==> src/rtl/stream_out_pkg.sv <==
// Shared definitions for the stream_in / stream_out AXI-Stream edge blocks.
// Holds the frame FSM encoding, block partitioning and counter sizing helpers.
// No logic; every function is constant-foldable at elaboration.
package stream_out_pkg;

  // Frame FSM encoding shared by both stream edges
  localparam logic [1:0] ST_IDLE   = 2'd0;
  localparam logic [1:0] ST_STREAM = 2'd1;
  localparam logic [1:0] ST_DRAIN  = 2'd2;
  localparam logic [1:0] ST_DONE   = 2'd3;

  // Wide enough for any tstrb/tkeep in the design; users slice the low bits
  localparam int                    STRB_MAX_W     = 128;
  localparam logic [STRB_MAX_W-1:0] AXIS_STRB_ONES = '1;

  // Columns owned by each processing element (blocks do not overlap)
  function automatic int block_size(input int img_w, input int n_par);
    return img_w / n_par;
  endfunction

  // Counter width for a dimension; never narrower than one bit
  function automatic int cnt_width(input int n);
    return (n > 1) ? $clog2(n) : 1;
  endfunction

endpackage

==> src/rtl/axis_skid_buf.sv <==
// 2-entry AXI-Stream register slice carrying an opaque payload ({tuser, tlast, data}).
// Latency: 1 cycle from upstream handshake to dn_vld; 1 beat/cycle sustained.
// Backpressure: the skid entry absorbs the in-flight beat; up_rdy is a registered not-full flag.
module axis_skid_buf #(
  parameter int DW = 34
) (
  input  logic          clk,
  input  logic          rst,
  input  logic          up_vld,
  output logic          up_rdy,
  input  logic [DW-1:0] up_dat,
  output logic          dn_vld,
  input  logic          dn_rdy,
  output logic [DW-1:0] dn_dat,
  output logic          empty
);

  logic          main_vld;
  logic [DW-1:0] main_dat;
  logic          skid_vld;
  logic [DW-1:0] skid_dat;

  // Ready depends only on registered state, so no tready-to-wready path exists
  assign up_rdy = ~skid_vld;
  assign dn_vld = main_vld;
  assign dn_dat = main_dat;
  assign empty  = ~main_vld & ~skid_vld;

  // Main entry refills from skid first, else from upstream; skid catches beats while stalled
  always_ff @(posedge clk or posedge rst) begin
    if (rst) begin
      main_vld <= 1'b0;
      main_dat <= '0;
      skid_vld <= 1'b0;
      skid_dat <= '0;
    end else if (dn_rdy || !main_vld) begin
      if (skid_vld) begin
        main_vld <= 1'b1;
        main_dat <= skid_dat;
        skid_vld <= 1'b0;
      end else begin
        main_vld <= up_vld;
        if (up_vld) main_dat <= up_dat;
      end
    end else if (up_vld && !skid_vld) begin
      skid_vld <= 1'b1;
      skid_dat <= up_dat;
    end
  end

endmodule

==> src/rtl/stream_out.sv <==
// Raster-order AXI-Stream master merging N_PARALLEL upsp column blocks, VDMA framing (tuser=SOF, tlast=EOL).
// Latency: 1 cycle from element handshake to m_axis_tvalid; full throughput while tready=1.
// Backpressure: 2-entry skid; wready drops the cycle after the skid fills. STREAM_OUT_STALL_CNT_EN adds stall_cnt.
module stream_out
  import stream_out_pkg::*;
#(
  parameter int AXISOUT_DATA_WIDTH = 32,
  parameter int UPSP_WRDATA_WIDTH  = 32,
  parameter int DST_IMG_WIDTH      = 3840,
  parameter int DST_IMG_HEIGHT     = 2160,
  parameter int N_PARALLEL         = 2
) (
  input  logic                                    m_axis_aclk,
  input  logic                                    m_axis_arst,
  input  logic                                    UPSTART,
  input  logic [N_PARALLEL-1:0]                   upsp_ac_wvalid,
  input  logic [N_PARALLEL*UPSP_WRDATA_WIDTH-1:0] upsp_ac_wdata,
  output logic [N_PARALLEL-1:0]                   ac_upsp_wready,
  output logic                                    m_axis_tvalid,
  input  logic                                    m_axis_tready,
  output logic [AXISOUT_DATA_WIDTH-1:0]           m_axis_tdata,
  output logic [AXISOUT_DATA_WIDTH/8-1:0]         m_axis_tstrb,
  output logic [AXISOUT_DATA_WIDTH/8-1:0]         m_axis_tkeep,
  output logic                                    m_axis_tlast,
  output logic                                    m_axis_tuser,
  output logic                                    m_axis_tid,
  output logic                                    m_axis_tdest,
  output logic                                    ac_frame_done
`ifdef STREAM_OUT_STALL_CNT_EN
  ,
  output logic [31:0]                             stall_cnt
`endif
);

  localparam int BLOCK_SIZE = block_size(DST_IMG_WIDTH, N_PARALLEL);
  localparam int COL_W      = cnt_width(DST_IMG_WIDTH);
  localparam int ROW_W      = cnt_width(DST_IMG_HEIGHT);
  localparam int SEL_W      = cnt_width(N_PARALLEL);
  localparam int DW         = AXISOUT_DATA_WIDTH;
  localparam int STRB_W     = AXISOUT_DATA_WIDTH / 8;

  logic [1:0]       state;
  logic [COL_W-1:0] in_col;
  logic [ROW_W-1:0] in_row;
  logic [SEL_W-1:0] sel;
  logic             sel_vld;
  logic [DW-1:0]    sel_dat;
  logic             streaming;
  logic             up_vld;
  logic             up_rdy;
  logic             in_hs;
  logic             last_col;
  logic             last_row;
  logic             first_px;
  logic             buf_empty;
  logic [DW+1:0]    dn_dat;

  assign streaming = (state == ST_STREAM);
  assign last_col  = (in_col == COL_W'(DST_IMG_WIDTH - 1));
  assign last_row  = (in_row == ROW_W'(DST_IMG_HEIGHT - 1));
  assign first_px  = (in_col == '0) && (in_row == '0);

  // Owning element of the current column, found by a compare chain over block starts
  always_comb begin
    sel = '0;
    for (int j = 1; j < N_PARALLEL; j++) begin
      if (in_col >= COL_W'(j * BLOCK_SIZE)) sel = SEL_W'(j);
    end
  end

  // Mux the selected element's valid/data; unselected elements simply stall
  always_comb begin
    sel_vld = 1'b0;
    sel_dat = '0;
    for (int j = 0; j < N_PARALLEL; j++) begin
      if (sel == SEL_W'(j)) begin
        sel_vld = upsp_ac_wvalid[j];
        sel_dat = upsp_ac_wdata[j*UPSP_WRDATA_WIDTH +: UPSP_WRDATA_WIDTH];
      end
    end
  end

  // Only the selected element sees ready, and only while the skid has room
  always_comb begin
    ac_upsp_wready = '0;
    for (int j = 0; j < N_PARALLEL; j++) begin
      ac_upsp_wready[j] = streaming && (sel == SEL_W'(j)) && up_rdy;
    end
  end

  assign up_vld = streaming & sel_vld;
  assign in_hs  = up_vld & up_rdy;

  // Raster position advances once per accepted pixel and wraps to 0,0 after the frame
  always_ff @(posedge m_axis_aclk or posedge m_axis_arst) begin
    if (m_axis_arst) begin
      in_col <= '0;
      in_row <= '0;
    end else if (in_hs) begin
      if (last_col) begin
        in_col <= '0;
        in_row <= last_row ? '0 : in_row + 1'b1;
      end else begin
        in_col <= in_col + 1'b1;
      end
    end
  end

  // Frame sequencing: start on UPSTART, drain the skid after the last pixel, one done cycle
  always_ff @(posedge m_axis_aclk or posedge m_axis_arst) begin
    if (m_axis_arst) begin
      state <= ST_IDLE;
    end else begin
      case (state)
        ST_IDLE:   if (UPSTART) state <= ST_STREAM;
        ST_STREAM: if (in_hs && last_col && last_row) state <= ST_DRAIN;
        ST_DRAIN:  if (buf_empty) state <= ST_DONE;
        ST_DONE:   state <= ST_IDLE;
        default:   state <= ST_IDLE;
      endcase
    end
  end

  axis_skid_buf #(
    .DW (DW + 2)
  ) u_skid (
    .clk    (m_axis_aclk),
    .rst    (m_axis_arst),
    .up_vld (up_vld),
    .up_rdy (up_rdy),
    .up_dat ({first_px, last_col, sel_dat}),
    .dn_vld (m_axis_tvalid),
    .dn_rdy (m_axis_tready),
    .dn_dat (dn_dat),
    .empty  (buf_empty)
  );

  assign m_axis_tuser  = dn_dat[DW+1];
  assign m_axis_tlast  = dn_dat[DW];
  assign m_axis_tdata  = dn_dat[DW-1:0];
  assign m_axis_tstrb  = AXIS_STRB_ONES[STRB_W-1:0];
  assign m_axis_tkeep  = AXIS_STRB_ONES[STRB_W-1:0];
  assign m_axis_tid    = 1'b0;
  assign m_axis_tdest  = 1'b0;
  assign ac_frame_done = (state == ST_DONE);

`ifdef STREAM_OUT_STALL_CNT_EN
  // Saturating count of downstream stall cycles, restarted when a frame begins
  always_ff @(posedge m_axis_aclk or posedge m_axis_arst) begin
    if (m_axis_arst) begin
      stall_cnt <= '0;
    end else if (state == ST_IDLE && UPSTART) begin
      stall_cnt <= '0;
    end else if (m_axis_tvalid && !m_axis_tready && stall_cnt != 32'hFFFF_FFFF) begin
      stall_cnt <= stall_cnt + 32'd1;
    end
  end
`endif

endmodule

==> config.mk <==
export PLATFORM = sky130hd
export DESIGN_NAME = stream_out
export DESIGN_NICKNAME = d
export VERILOG_FILES = /design/src/rtl/stream_out_pkg.sv /design/src/rtl/axis_skid_buf.sv /design/src/rtl/stream_out.sv
export SDC_FILE = /design/constraint.sdc
export NUM_CORES = 1
export LEC_CHECK = 0
export CAP_MARGIN = 25
export CORE_MARGIN = 2
export CORE_UTILIZATION = 30
export CTS_CLUSTER_DIAMETER = 120
export CTS_CLUSTER_SIZE = 10
export DETAILED_ROUTE_END_ITERATION = 8
export GPL_ROUTABILITY_DRIVEN = 0
export PLACE_DENSITY = 0.51
export SETUP_SLACK_MARGIN = 0.2
export SLEW_MARGIN = 20
export SYNTH_ARGS = -nofsm -noshare
export SYNTH_HDL_FRONTEND = slang
export SYNTH_HIERARCHICAL = 1
export SYNTH_SLANG_ARGS = --single-unit
export TNS_END_PERCENT = 1
==> constraint.sdc <==
create_clock -name m_axis_aclk -period 2.6 [get_ports m_axis_aclk]
set_clock_uncertainty 0.1 [all_clocks]
set_input_delay 0.65 -clock m_axis_aclk [delete_from_list [all_inputs] [get_ports m_axis_aclk]]
set_output_delay 0.65 -clock m_axis_aclk [all_outputs]
set_load 0.02 [all_outputs]
---- Word-level counts from Yosys, hierarchy flattened ----
Cells that the tools add are included.
cells by class
  add/sub/neg operators ................... 2
  magnitude comparators ................... 1
  eq/ne operators ......................... 8
  muxes and demuxes ....................... 14
  bitwise gates (word level) .............. 7
  reductions and logical operators ........ 20
operators with widths
  operator               count
  $mux 34                2
  $mux 32                1
  $add 12x1->12 const B  2
  $eq 12x12->1 const B   2
  $logic_not 12->1       2
  $mux 12                2
  $ge 12x11->1 const B   1
  $logic_and 1x1->1      8
  $pmux 2 s4             1
  $mux 2                 3
  $reduce_and 2->1       3
  $mux 1                 5
  $eq 2x2->1 const B     2
  $ne 2x2->1 const B     2
  $not 1->1              4
  $reduce_bool 2->1      2
  $and 1x1->1            3
  $reduce_and 3->1       1
  $eq 2x1->1 const B     1
  $logic_not 1->1        2
  $logic_not 2->1        1
  $ne 2x1->1 const B     1
  $logic_or 1x1->1       1
word-level totals
  register bits ........................... 96
  bits of input ports ..................... 70
  output and inout bits ................... 48
  logic and storage cells ................. 59

---- Logic depth before layout (Yosys ltp) ----
Gate-level depths: netlist of the first run.
  word-level depth ........................ 9
  mapped depth ............................ 9
  mapped depth without buffers ............ 7

---- By module ----
The synthesis of the first run kept the hierarchy.
modules (own cells, without submodules)
  module         instances  cells each  area an instance (um^2)  seq. area each (um^2)
  axis_skid_buf  1          192         3,057.9                  1,751.7
  stream_out     1          210         2,005.7                  650.6

---- Worst setup path before layout of the first run ----
OpenSTA, ideal clock, no wires.
  path type ............................... reg-to-reg
  from .................................... register in_col[10]
  to ...................................... register u_skid.main_dat[10], in the netlist u_skid/dn_dat[10]
  library setup time ...................... 0.125 ns
  arrival time ............................ 2.066 ns
  data required time ...................... 2.375 ns
  slack ................................... 0.309 ns
  stages on the path, launching flop included .. 6
  path buffers ............................ 1
  period minus slack after synthesis ...... 2.291 ns
  cell sequence ........................... dfrtp_1 -> a41oi_4 -> clkbuf_1 -> mux2_2 -> mux2_2 -> mux2_2
between the ends
  elaborated cells between the ends (all ways) .. 9
  those cells by class .................... order compare: 1; mux: 5; bitwise: 1; reduce/logical: 2
RTL lines
  element                 line                 text
  start, declared         stream_out.sv:43     logic [COL_W-1:0] in_col;
  start signal, assigned  stream_out.sv:104    in_col <= in_col + 1'b1;
  $ge 12x11->1            stream_out.sv:67     if (in_col >= COL_W'(j * BLOCK_SIZE)) sel = SEL_W'(j);
  $mux 1                  stream_out.sv:67
  $mux 32                 stream_out.sv:76     if (sel == SEL_W'(j)) begin
  via sel_dat[10]         stream_out.sv:47     logic [DW-1:0] sel_dat;
  $mux 34                 axis_skid_buf.sv:43  if (up_vld) main_dat <= up_dat;
  $mux 34                 axis_skid_buf.sv:37  if (skid_vld) begin
  end signal, assigned    axis_skid_buf.sv:39  main_dat <= skid_dat;
  end signal, assigned    axis_skid_buf.sv:43
  end, declared           axis_skid_buf.sv:19  logic [DW-1:0] main_dat;
The timed path passes the listed nets, and every way through them passes these cells. The select of a mux whose other input is x is not followed.
A chain may end at the register's enable or synchronous reset.

---- Final worst setup path of the first run ----
  from .................................... register state[1]
  to ...................................... output port ac_upsp_wready[0]
between the ends
  longest elaborated chain between the ends .. 3
ends and longest elaborated chain
  element                          line               text
  start, declared                  stream_out.sv:42   logic [1:0] state;
  start signal, assigned           stream_out.sv:112  state <= ST_IDLE;
  start signal, assigned           stream_out.sv:115  ST_IDLE: if (UPSTART) state <= ST_STREAM;
  start signal, assigned           stream_out.sv:116  ST_STREAM: if (in_hs && last_col && last_row) state <= ST_DRAIN;
  $eq 2x1->1                       stream_out.sv:58   assign streaming = (state == ST_STREAM);
  $logic_and 1x1->1 (2 in series)  stream_out.sv:87   ac_upsp_wready[j] = streaming && (sel == SEL_W'(j)) && up_rdy;
  end, declared                    stream_out.sv:18   output logic [N_PARALLEL-1:0] ac_upsp_wready,
Every way passes these cells.

==> qor.txt, run 1 <==
Cts bufs inserted: 9
Main area contributors after synthesis: dfrtp_1 (47%), mux2_2 (30%), ha_1 (2.0%), buf_4 (1.6%), o21ai_0 (1.4%)
Final Hold Fails: 0
Predominant post-synthesis flop cell: dfrtp_1
Mapped Cells: 402
DR WL/cell: 15.35 microns
Slew headroom: 64.22%
Vias in the first global route: 3687
Worst Setup Path Type: register to primary output
Starting Density: 30.64%
DIE AREA: 17930 sq um
DRC viols: 0
Antenna violation net count after detailed routing: 0
Reg clk slew, reported paths: 0.07 ns
Flop pwr share: 39.6%
Post-synth cell types: 46
Comb power frac: 37.8%
Final Total Pwr: 5899 uW
Hold_ws: 0.4031 ns
Share of layout cells above drive strength 1: 35.43%
Number of synthesized flops with an enable pin: 0
Largest net degree at the start of global routing: 39
CTS H-Tree Depth: 3
Max-cap violations: 0
Setup-failing EPs final: 0
Critical path launch point type: register
Die height: 133.9 microns
Ports: 118
Non-filler cells, final: 745
Layout Utilization: 41.10%
IO Port Bufs: 107
Peak supply drop: 0.0003329 V
First-pass GRT wire length: 18610 microns
Synth top cells by count: mux2_2 (134), dfrtp_1 (96), nand2_1 (15)
Worst skew pair latency: 0.34 ns
Layout net count: 598
Area Growth Syn to Fin: 34.12%
Internal Power: 4029 uW
Initial detailed-routing violation count: 153
Hold-fix buffers at CTS: 0
Most frequent cell after synthesis: mux2_2
Highest Clock Rate: 425.0 MHz
Inst Count DP: 725
Total grt overflow: 0
Largest area contributor in the netlist: dfrtp_1
Crit Path Max Fanout: 7
Global Route Usage Sum: 13.20%
CTS max path bufs: 2
Crit share post-route: 90.50%
Post-synthesis instance area: 5064 sq um
Die width: 133.9 microns
Initial antenna violation count: 0
CTS sink count: 96
Worst Path Required: 1.85 ns
Clock share of power: 22.5%
Setup TNS: 0 ns
Yosys reg bits: 96
CTS tree: done
Synth top area share: 47.44%
Switching share of power: 31.71%
Unrepaired setup endpoints after global routing: yes
Worst slew pin tran: 0.5367 ns
CTS root buf: clkbuf_16
Critical path arrival: 1.60 ns
Seq/Total Area, Yosys: 47.44%
Ys async rst share: 100.0%
Max Slew Vio Count: 0
Core Area: 16520 sq um
Post-synthesis area per instance: 12.60 sq um
Period minus WS final: 2.353 ns
Antenna diodes: 0
Sw power: 1870 uW
Leak Pwr: 0.002840 uW
Status: complete, no violations
Hpwl dp: 8024 microns
Worst setup EP type: primary output
Hold WC Path Type: register to register
Via/cell ratio: 4.706
# rows: 47
Routed WL: 11440 microns
Iteration count of the initial detailed-routing pass: 4
Power Dens Cells: 868.6 nW/um^2
DR vias: 3506
Yosys warnings: 6
stage by stage:
step	worst slack (ns)	cell area, sq um
global placement	-0.01442	6436
finish	0.2469	6792
detailed placement	-0.02114	6436
floorplan	0.3090	5097
CTS	0.1946	6735
global route	0.1490	6792
routing by layer:
layer	global-route usage (%)	up-vias	routed length, microns
met2	22.48	92	5642
met4	3.014	0	120
li1	-	1669	-
met3	5.442	9	813
met5	0	-	0
met1	15.58	1736	4861
power by group through the flow:
stage / sequential [uW] / clock [uW] / combinational, uW
finish: 2340 / 1330 / 2230
global placement: 2350 / 0 / 2200
global route: 2420 / 1450 / 2410
CTS: 2350 / 1380 / 2250
detailed placement: 2370 / 0 / 2250
floorplan: 2630 / 0 / 1020
registers in the layout, indices dropped and copies added (netlist names):
name / count
u_skid/dn_dat: 34
u_skid/skid_dat: 34
in_col: 12
in_row: 12
state: 2
u_skid/dn_vld: 1
u_skid/skid_vld: 1
worst max-delay path, stage by stage (launching register included):
cell and delay (ns):
dfrtp_1 0.41, inv_1 0.09, ha_2 0.25, and3_1 0.20
clkdlybuf4s15_1 0.31
final timing paths:
check	depth (start not counted)	startpoint	to	slack, ns
worst min register to register	1	u_skid/skid_dat[28]	u_skid/skid_dat[28]	0.40
worst max register to register	8	in_col[11]	u_skid/skid_dat[21]	0.25
min in group asynchronous	2	m_axis_arst	u_skid/dn_dat[27]	0.56
max in group asynchronous	3	m_axis_arst	u_skid/skid_dat[16]	1.35
worst max-delay path	4	state[1]	ac_upsp_wready[0]	0.25
worst min-delay path	1	u_skid/skid_dat[28]	u_skid/skid_dat[28]	0.40
timing repair:
item                                    CTS  global route
setup buffers                             0             2
cloned                                    0             2
resized for setup                         5             3
endpoints found under the setup margin    2            42
cells in the final DEF, fill, tap and decap left out, types with 6 or more instances in the layout:
cell type	instances
nand3_1	11
conb_1	10
o31ai_1	6
inv_1	10
ha_1	7
nand2_1	14
o21ai_0	14
nor2_1	12
dfrtp_1	94
clkbuf_16	10
clkdlybuf4s50_1	105
buf_4	15
mux2_2	134
xnor2_1	6
cells by family (layout without fill, tap and decap cells):
logic type / count (synthesis) / in the layout / synth area share (%)
mux: 140 / 140 / 31.21
flops: 96 / 96 / 47.44
simple gates: 74 / 74 / 8.500
buf+inv: 41 / 156 / 4.917
compound gates: 33 / 33 / 4.423
fa+ha+maj: 8 / 8 / 1.977
xor+xnor: 8 / 8 / 1.384
other cells: 2 / 10 / 0.1483
area by class of cell:
cell class	count	area, sq um
timing repair buffer	129	1321
clock buffer	9	225.2
tap	220	275.3
fill	1578	9733
clock inverter	7	71.32
multi-input combinational	273	2449
sequential	96	2405
inverter	11	45.04
No activity file was read; power rests on OpenSTA's default activity.
==> run 2, diff against run 1 <==
Settings changed: CORE_ASPECT_RATIO set to 0.75, CORE_UTILIZATION 30 to 46, MAX_ROUTING_LAYER set to met4, PLACE_DENSITY 0.51 to 0.74.
==> qor.txt, run 2 (synthesis results as in run 1) <==
Cts bufs inserted: 9
Max Slew Vio Count: 0
Worst Setup Path Type: register to primary output
Met1 usage: 25.71%
Initial antenna violation count: 0
Final instance area: 6584 sq um
Max-cap violations: 0
DR WL/cell: 16.57 microns
Power Dens Cells: 885.8 nW/um^2
Peak supply drop: 0.0004802 V
CTS tree: done
CTS max path bufs: 2
Hpwl dp: 7786 microns
DIE AREA: 11870 sq um
Status: complete, no violations
Worst skew pair latency: 0.34 ns
Slew headroom: 64.29%
IO Port Bufs: 107
Starting Density: 46.81%
Crit Path Max Fanout: 5
Critical path launch point type: register
Highest Clock Rate: 416.2 MHz
Reg clk slew, reported paths: 0.07 ns
Final Hold Fails: 0
Ports: 118
Post-CTS Setup Inserts: 0
Period minus WS final: 2.403 ns
Layout net count: 590
Commonest non-fill, non-tap cells in the layout: mux2_2 (134), clkdlybuf4s50_1 (105), dfrtp_1 (95)
Via/cell ratio: 5.425
Antenna diodes: 0
Core Area: 10820 sq um
Unrepaired setup endpoints after global routing: yes
Worst Path Required: 1.85 ns
Hold WC Path Type: register to register
Die width: 125.2 microns
Worst setup EP type: primary output
Register area: 2404 sq um
CTS sink count: 96
Total grt overflow: 0
Leak Pwr: 0.002779 uW
CTS root buf: clkbuf_16
Post-DP Area: 6292 sq um
M3 GR Usage: 6.062%
Share of layout cells above drive strength 1: 33.66%
Largest net degree at the start of global routing: 39
Worst slew pin tran: 0.5346 ns
Setup-failing EPs final: 0
Multi-input gate area: 2447 sq um
# rows: 33
DRC viols: 0
Die height: 94.86 microns
CTS H-Tree Depth: 3
Hold-fix buffers at CTS: 0
Area Growth Syn to Fin: 30.02%
R2R setup slack: 0.23 ns
Most common cell after layout, fill and taps aside: mux2_2
Initial detailed-routing violation count: 248
Iteration count of the initial detailed-routing pass: 4
Antenna violation net count after detailed routing: 0
Top Usage Layer GRT: met2
Final Total Pwr: 5832 uW
Routed WL: 10890 microns
Fill cell count: 867
DR vias: 3564
Vias in the first global route: 3727
Global Route Usage Sum: 20.05%
Crit share post-route: 92.41%
Critical path arrival: 1.65 ns
M2 GR Usage: 31.30%
First-pass GRT wire length: 18320 microns
-- run 2: path summary, 6_finish.rpt --
check / from / cells after the start / end
min in group asynchronous: m_axis_arst / 2 / u_skid/skid_dat[30]
worst max register to register: in_col[7] / 6 / in_col[11]
worst min register to register: u_skid/skid_dat[16] / 1 / u_skid/skid_dat[16]
worst min-delay path: u_skid/skid_dat[16] / 1 / u_skid/skid_dat[16]
worst max-delay path: in_col[7] / 3 / ac_upsp_wready[0]
max in group asynchronous: m_axis_arst / 3 / u_skid/skid_vld
-- run 2: layer usage --
metal | part of all wire (%) | vias up
met5 | 0 | -
met4 | 1.7 | 0
met3 | 6.7 | 16
met2 | 46 | 123
met1 | 46 | 1771
li1 | - | 1654
-- run 2: layout make-up --
type                       count  share of cell area (%)
sequential                    96                   36.51
clock inverter                 4                  0.4371
inverter                      11                  0.6842
tap                          140                   2.661
timing repair buffer         121                   18.64
clock buffer                  12                   3.896
multi-input combinational    273                   37.17
-- run 2: stage by stage --
stage	setup slack [ns]	cells	util (%)	setup TNS [ns]	hold slack, ns
2_1_floorplan	0.3090	410	-	0	0.3573
3_3_place_gp	0.04727	641	58.17	0	0.3837
3_5_place_dp	-0.01341	641	58.17	-0.04365	0.3925
4_1_cts	0.1877	657	60.84	0	0.4076
5_1_grt	0.1102	657	60.86	0	0.4191
6_report	0.1973	657	60.86	0	0.4038
-- run 2: critical path, stage by stage, from the launching register on --
cell           delay [ns]
dfrtp_1              0.47
a41oi_4              0.32
and3_1               0.19
dlygate4sd2_1        0.33
-- run 2: power breakdown --
part           total, uW  internal, uW  switching (uW)
combinational       2210          1230             974
sequential          2370          2030             334
clock               1260           701             556
-- run 2: repair_timing --
action,in CTS,in global routing
gates cloned,0,0
endpoints found under the setup margin,4,13
resized for setup,4,1
==> run 3, diff against run 2 <==
Settings changed: CORE_ASPECT_RATIO 0.75 to not set.
==> qor.txt, run 3 (synthesis results as in run 1) <==
Status: complete, no violations
Hpwl dp: 7560 microns
Largest net degree at the start of global routing: 41
# rows: 38
Total grt overflow: 0
CTS H-Tree Depth: 3
Ports: 118
Internal Power: 3841 uW
CTS sink count: 96
Comb power frac: 38.9%
Setup TNS: 0 ns
First-pass GRT wire length: 17690 microns
Starting Density: 46.92%
DR WL/cell: 15.93 microns
Clock share of power: 19.5%
Vias in the first global route: 3663
Area Growth Syn to Fin: 29.26%
Crit path cell chain: a41oi_4 -> buf_4 -> buf_6 -> mux2i_2 -> nand3_1 -> a222oi_1 -> mux2_1
Critical path launch point type: register
CTS tree: done
Final Total Pwr: 5651 uW
Switching share of power: 32.02%
Cts bufs inserted: 9
Max-cap violations: 0
Setup-failing EPs final: 0
Highest Clock Rate: 413.4 MHz
Antenna diodes: 0
Global Route Usage Sum: 19.63%
IO Port Bufs: 107
Via/cell ratio: 5.294
Non-filler cells, final: 660
DIE AREA: 11860 sq um
Critical path arrival: 2.56 ns
Iteration count of the initial detailed-routing pass: 4
Period minus WS final: 2.419 ns
Post-DP Area: 6287 sq um
Worst Setup Path Type: register to register
Hold_ws: 0.4060 ns
Crit path largest cell delay: 0.47 ns
DRC viols: 0
Share of layout cells above drive strength 1: 34.81%
Initial detailed-routing violation count: 95
Power Dens Cells: 863.3 nW/um^2
CTS root buf: clkbuf_8
CTS max path bufs: 2
Leak Pwr: 0.002763 uW
Layout net count: 593
Die height: 108.9 microns
Worst setup EP type: register
Initial antenna violation count: 0
Core Area: 10790 sq um
Flop pwr share: 41.6%
Slew headroom: 64.48%
Final Hold Fails: 0
Worst skew pair latency: 0.35 ns
Crit share post-route: 93.05%
Sw power: 1809 uW
DR vias: 3494
Commonest non-fill, non-tap cells in the layout: mux2_2 (134), clkdlybuf4s50_1 (105), dfrtp_1 (92)
Routed WL: 10520 microns
Max Slew Vio Count: 0
Reg clk slew, reported paths: 0.10 ns
Antenna violation net count after detailed routing: 0
Most common cell after layout, fill and taps aside: mux2_2
Worst Path Required: 2.74 ns
Inst Count DP: 642
Crit Path Max Fanout: 8
Die width: 108.9 microns
Worst slew pin tran: 0.5328 ns
Highest-delay cell along the critical path: dfrtp_2
Peak supply drop: 0.0004677 V
Final instance area: 6545 sq um
Unrepaired setup endpoints after global routing: yes
Hold WC Path Type: register to register
run 3: final timing paths:
check | start | slack [ns] | to | cells past startpoint
min in group asynchronous | m_axis_arst | 0.54 | u_skid/skid_dat[11] | 2
max reg2reg | in_col[10] | 0.18 | state[1] | 7
max | in_col[10] | 0.18 | state[1] | 7
max in group asynchronous | m_axis_arst | 1.33 | u_skid/skid_dat[2] | 3
min reg2reg | in_row[9] | 0.41 | in_row[9] | 1
min | in_row[9] | 0.41 | in_row[9] | 1
run 3: worst max-delay path, delay by kind of cell (launching register included):
kind                   cells  cell delay, ns
flip-flops                 1            0.47
AO/OA/AOI/OAI              2            0.63
AND/OR/NAND/NOR            1            0.18
buffers and inverters      2            0.32
multiplexers               2            0.60
run 3: power by group through the flow:
| stage | logic (uW) | clock network, uW | registers (uW) |
|---|---|---|---|
| detailed placement | 2220 | 0 | 2370 |
| finish | 2200 | 1100 | 2350 |
| CTS | 2220 | 1130 | 2350 |
| floorplan | 1020 | 0 | 2630 |
| global route | 2360 | 1190 | 2430 |
| global placement | 2160 | 0 | 2350 |
run 3: per-layer routing:
| layer | routed length, microns | share of wire, % | up-vias | track usage [%] |
|---|---|---|---|---|
| met5 | 0 | 0 | - | - |
| met4 | 99 | 0.94 | 0 | 3.480 |
| met3 | 572 | 5.4 | 9 | 5.260 |
| met2 | 5237 | 50 | 93 | 31.63 |
| met1 | 4605 | 44 | 1744 | 25.31 |
| li1 | - | - | 1648 | - |
run 3: what timing repair did:
item | in CTS | in global routing
pin swaps | 1 | 0
buffers inserted | 2 | 0
gates resized for setup | 8 | 2
hold buffers | 0 | 0
endpoints found under the setup margin | 17 | 27
run 3: cell type report:
type,instances,area (sq um)
clock buffer,11,141.4
clock inverter,5,86.33
fill,871,4248
inverter,11,45.04
multi-input combinational,273,2449
sequential,96,2407
tap,140,175.2
timing repair buffer,124,1241
run 3: per-stage QoR:
stage / util (%) / worst slack (ns)
2_1_floorplan: - / 0.3090
3_3_place_gp: 58.25 / 0.04163
3_5_place_dp: 58.25 / 0.03363
4_1_cts: 60.61 / 0.1610
5_1_grt: 60.64 / 0.05357
6_report: 60.64 / 0.1808
